--- config.mk ---
export PLATFORM = sky130hd
export DESIGN_NAME = icape2_responder
export DESIGN_NICKNAME = d
export VERILOG_FILES = /design/src/rtl/icape2_responder.sv
export SDC_FILE = /design/constraint.sdc
export NUM_CORES = 1
export LEC_CHECK = 0
export CAP_MARGIN = 20
export CORE_MARGIN = 2
export CORE_UTILIZATION = 65
export CTS_CLUSTER_SIZE = 24
export DETAILED_ROUTE_END_ITERATION = 8
export DONT_BUFFER_PORTS = 1
export PLACE_DENSITY = 0.79
export SYNTH_ARGS = -nofsm -noshare
export SYNTH_HDL_FRONTEND = slang
export SYNTH_SLANG_ARGS = --single-unit
export TNS_END_PERCENT = 10
--- constraint.sdc ---
create_clock -name i_clk -period 6.5 [get_ports i_clk]
set_input_delay 1.95 -clock i_clk [delete_from_list [all_inputs] [get_ports i_clk]]
set_output_delay 1.95 -clock i_clk [all_outputs]
set_load 0.01 [all_outputs]
--- src/rtl/icape2_responder.sv ---
// icape2_responder: cycle-accurate ICAPE2 far-end model (sync hunt, type-1 packets, 32-entry regfile).
// Optional RDWRB-toggle abort detection is enabled by defining ICAPE2_RESPONDER_ABORT_EN.
module icape2_responder #(
    parameter logic [31:0] IDCODE     = 32'h0362D093,
    parameter int          RD_LATENCY = 3,
    parameter bit          PIN_SWAP   = 1'b1
) (
    input  logic        i_clk,
    input  logic        i_reset,
    input  logic        i_cs_n,
    input  logic        i_rdwrn,
    input  logic [31:0] i_data,
    output logic [31:0] o_data,
    output logic        o_synced,
    output logic        o_iprog,
    output logic [31:0] o_wbstar,
    output logic        o_err
);
    localparam logic [31:0] SYNC_WORD   = 32'hAA995566;
    localparam logic [31:0] NOOP_WORD   = 32'h20000000;
    localparam logic [31:0] ABORT_STAT  = 32'h0000009F;
    localparam logic [4:0]  ADDR_CMD    = 5'h04;
    localparam logic [4:0]  ADDR_IDCODE = 5'h0C;
    localparam logic [4:0]  ADDR_WBSTAR = 5'h10;
    localparam logic [4:0]  CMD_DESYNC  = 5'h0D;
    localparam logic [4:0]  CMD_IPROG   = 5'h0F;
    localparam logic [2:0]  LAST_RD     = 3'(RD_LATENCY - 1);

    typedef enum logic [1:0] {S_UNSYNC, S_HDR, S_WDATA, S_RDPEND} state_t;

    state_t      state, state_next;
    logic [31:0] regfile [32];
    logic [31:0] word, data_q, rd_value;
    logic [4:0]  addr, addr_next;
    logic [2:0]  rd_count, rd_count_next;
    logic        word_ok, rd_cycle, wr_en, rd_fire, err_next, iprog_next, abort;

    // ICAPE2 pins carry each byte MSB-first relative to the logical word
    function automatic logic [31:0] bitrev_bytes(input logic [31:0] w);
        logic [31:0] r;
        for (int b = 0; b < 4; b++)
            for (int k = 0; k < 8; k++)
                r[8*b + k] = w[8*b + 7 - k];
        return r;
    endfunction

    assign word     = PIN_SWAP ? bitrev_bytes(i_data) : i_data;
    assign word_ok  = !i_cs_n && !i_rdwrn;
    assign rd_cycle = !i_cs_n && i_rdwrn;
    assign rd_value = (addr == ADDR_IDCODE) ? IDCODE : regfile[addr];
    assign o_data   = PIN_SWAP ? bitrev_bytes(data_q) : data_q;
    assign o_synced = (state != S_UNSYNC);
    assign o_wbstar = regfile[ADDR_WBSTAR];

`ifdef ICAPE2_RESPONDER_ABORT_EN
    logic prev_cs_n, prev_rdwrn, abort_hold;
    assign abort = !i_cs_n && !prev_cs_n && (i_rdwrn != prev_rdwrn) && (state != S_RDPEND);
`else
    assign abort = 1'b0;
`endif

    always_comb begin
        state_next    = state;
        addr_next     = addr;
        rd_count_next = rd_count;
        wr_en         = 1'b0;
        rd_fire       = 1'b0;
        err_next      = 1'b0;
        iprog_next    = 1'b0;
        if (abort) begin
            state_next = S_UNSYNC;
            err_next   = 1'b1;
        end else begin
            case (state)
                S_UNSYNC: if (word_ok && word == SYNC_WORD) state_next = S_HDR;
                S_HDR: if (word_ok && word != NOOP_WORD) begin
                    if (word[31:29] == 3'b001 && word[12:0] == 13'd1 && word[28:27] == 2'b10) begin
                        state_next = S_WDATA;
                        addr_next  = word[17:13];
                    end else if (word[31:29] == 3'b001 && word[12:0] == 13'd1 && word[28:27] == 2'b01) begin
                        state_next    = S_RDPEND;
                        addr_next     = word[17:13];
                        rd_count_next = '0;
                    end else begin
                        err_next = 1'b1;
                    end
                end
                S_WDATA: if (word_ok) begin
                    wr_en      = (addr != ADDR_IDCODE);
                    state_next = S_HDR;
                    if (addr == ADDR_CMD && word[4:0] == CMD_DESYNC) state_next = S_UNSYNC;
                    if (addr == ADDR_CMD && word[4:0] == CMD_IPROG) begin
                        state_next = S_UNSYNC;
                        iprog_next = 1'b1;
                    end
                end
                // Deselected cycles pause the latency count without clearing it
                S_RDPEND: if (rd_cycle) begin
                    if (rd_count == LAST_RD) begin
                        rd_fire       = 1'b1;
                        state_next    = S_HDR;
                        rd_count_next = '0;
                    end else begin
                        rd_count_next = rd_count + 3'd1;
                    end
                end
                default: state_next = S_UNSYNC;
            endcase
        end
    end

    always_ff @(posedge i_clk) begin
        if (i_reset) begin
            state    <= S_UNSYNC;
            addr     <= '0;
            rd_count <= '0;
            data_q   <= '1;
            o_iprog  <= 1'b0;
            o_err    <= 1'b0;
            for (int i = 0; i < 32; i++) regfile[i] <= '0;
`ifdef ICAPE2_RESPONDER_ABORT_EN
            prev_cs_n  <= 1'b1;
            prev_rdwrn <= 1'b1;
            abort_hold <= 1'b0;
`endif
        end else begin
            state    <= state_next;
            addr     <= addr_next;
            rd_count <= rd_count_next;
            o_iprog  <= iprog_next;
            o_err    <= err_next;
            if (wr_en) regfile[addr] <= word;
`ifdef ICAPE2_RESPONDER_ABORT_EN
            prev_cs_n  <= i_cs_n;
            prev_rdwrn <= i_rdwrn;
            // Abort status is shown for one CS/R cycle, then the bus idles high
            if (abort) begin
                data_q     <= ABORT_STAT;
                abort_hold <= 1'b1;
            end else begin
                if (abort_hold && rd_cycle) begin
                    data_q     <= '1;
                    abort_hold <= 1'b0;
                end
                if (rd_fire) data_q <= rd_value;
            end
`else
            if (rd_fire) data_q <= rd_value;
`endif
        end
    end
endmodule
==> out/metrics.yaml <==
outcome: "complete, no violations"
maxSlewViolCount: 0
synthCells: 3011
yosysSeqAreaShare: 0.663
ant_nets: 0
max-cap-violations: 0
synth.most_common_cell: "edfxtp_1"
timing.setup.tns_ns: 0
yosys_most_used_dff: "edfxtp_1"
cts_root_buf: "clkbuf_16"
die_area_um2: 75800
hold_path_depth: 2
r2r-start: "state[0]$_SDFFE_PP0P_"
n_antenna_cell: 0
routed_via_density: 6.72
fin_nets: 2942
dp_slack_ns: 1.57
worst_hold_startpoint: "data_q[28]$_SDFFE_PP1P_"
fin_skew_ns: 0.0369
r2r_setup_slack_ns: 2.84
crit_path_max_fanout: 102
clk_latency_ns: 0.68
hp-class: "reg2reg"
synthToLayoutAreaGrowth_pct: 8.60
grt_pass1_wl_um: 185000
drt-total-wl_um: 129000
hold_viol_final: 0
drt-initial-drc-count: 3572
rsz0062_at_grt: "no"
synthTopCellsByCount: "edfxtp_1, and2_1, mux4_2"
cts.htree.levels: 3
portBuffers: 0
antenna_found_initial: 9
design_area_um2: 51900
path_class: "in2reg"
endpoint_kind: "flip-flop"
dr.pass1.iters: 8
place_inst: 3752
post-route-min-period_ns: 4.46
max_slew_margin: 0.285
row_count: 99
place_congestion: 0.921
cp-start-kind: "input pin"
ys_ff_latch: 1073
cts_made_buffers: 105
arrival_ns: 4.77
die_h_um: 275
reg2regPathDepth: 7
netlist.area_leader.share: 0.643
power_mw: 14.4
cp.required_ns: 6.80
synth_cell_type_count: 53
final_core_util: 0.712
first_global_vias: 26200
power_density_nw_per_um2: 277
crit_start: "i_reset"
synth.avg_cell_area_um2: 15.9
grt_usage: 0.350
post_cts_buffers: 0
yosys_warnings: 0
ctsResizeCount: 0
hold_slack_ns: 0.549
grt_max_degree: 129
clockBufferDepth: 3
synth.top_cells.by_area: "edfxtp_1, mux4_2, and2_1, dfxtp_1, clkbuf_1"
ir_drop_uv: 218
layout-drive-gt1-share: 0.193
stdcell_count: 3947
syn_area_um2: 47800
synth_top_area_cell: "edfxtp_1"
hpwl_um: 76300
clkSinkCount: 1073
synth-edff-count: 1024
core_um2: 73000
path_clk_slew_ns: 0.06
async_flop_share: 0
drc: 0
tightest_slew_ns: 1.07
wire_per_inst_um: 32.7
holdBufCountCts: 0
report.final.setup_viol: 0
vias: 26500
fp.dieW_um: 275
grt_overflow: 0
clock.fmax_mhz: 224
cp-endpoint: "regfile[16][18]$_SDFFCE_PN0P_"
period_share: 0.687
cts_tree: "done"
leakage_nw: 17.6
fin_ws_ns: 2.04
fill_cells: 4403
start_util: 0.656
placed_area_um2: 48500
r2r-end: "regfile[16][18]$_SDFFCE_PN0P_"
num_io_pins: 103
## how the worst min path moves through the flow
stage	to	slack [ns]
2_1_floorplan	rd_count[2]$_SDFFE_PP0P_	0.48
6_report	data_q[28]$_SDFFE_PP1P_	0.55
4_1_cts	data_q[28]$_SDFFE_PP1P_	0.54
5_1_grt	data_q[28]$_SDFFE_PP1P_	0.57
3_3_place_gp	rd_count[2]$_SDFFE_PP0P_	0.50
3_5_place_dp	data_q[28]$_SDFFE_PP1P_	0.52
## state kept, by name (all words and copies together) (netlist names), named ones only
signal	count
addr	5
data_q	32
o_err	1
o_iprog	1
rd_count	3
regfile	1024
state	2
## layer usage
metal | track usage | vias to the layer above | wire [um]
met1 | 0.450 | 13500 | 43600
met4 | 0.223 | 2 | 9860
li1 | - | 10900 | -
met2 | 0.564 | 1773 | 62600
met5 | 0 | - | 10
met3 | 0.0552 | 340 | 12800
## cells in the final DEF (no fill, tap or decap), types with 27 or more instances in the layout
master     instances
edfxtp_1        1024
and2_1           962
mux4_2           288
clkbuf_16        108
nor3_1            48
dfxtp_1           45
buf_4             43
o22ai_1           33
a211oi_1          32
conb_1            32
nor2_2            31
or2_2             31
clkbuf_1          28
nand2_1           27
## critical path, cell delays in order
cell,delay (ns)
nor4b_2,0.53
nand2_1,0.74
nor2_2,0.33
buf_4,0.34
or2_2,0.72
## layout make-up
cell class | instances | area [um2] | share of cell area
tap | 959 | 1200 | 0.0231
sequential | 1073 | 31700 | 0.611
clock buffer | 145 | 2930 | 0.0564
multi-input combinational | 1668 | 15100 | 0.291
inverter | 6 | 22.5 | 0.000434
clock inverter | 48 | 480 | 0.00925
timing repair buffer | 48 | 438 | 0.00843
## power by group
part           switching [mW]  internal [mW]  total (mW)
clock                    2.58           3.50        6.08
combinational           0.236          0.124       0.361
sequential             0.0989           7.83        7.93
## cell families after synthesis
group           count (synthesis)  synth area share
compound gates                123            0.0165
buf+inv                       301            0.0247
simple gates                 1182             0.150
other cells                     1         0.0000784
mux                           326             0.144
xor+xnor                        1          0.000183
flops                        1073             0.663
fa+ha+maj                       4           0.00105
No activity file was read; power rests on OpenSTA's default activity.
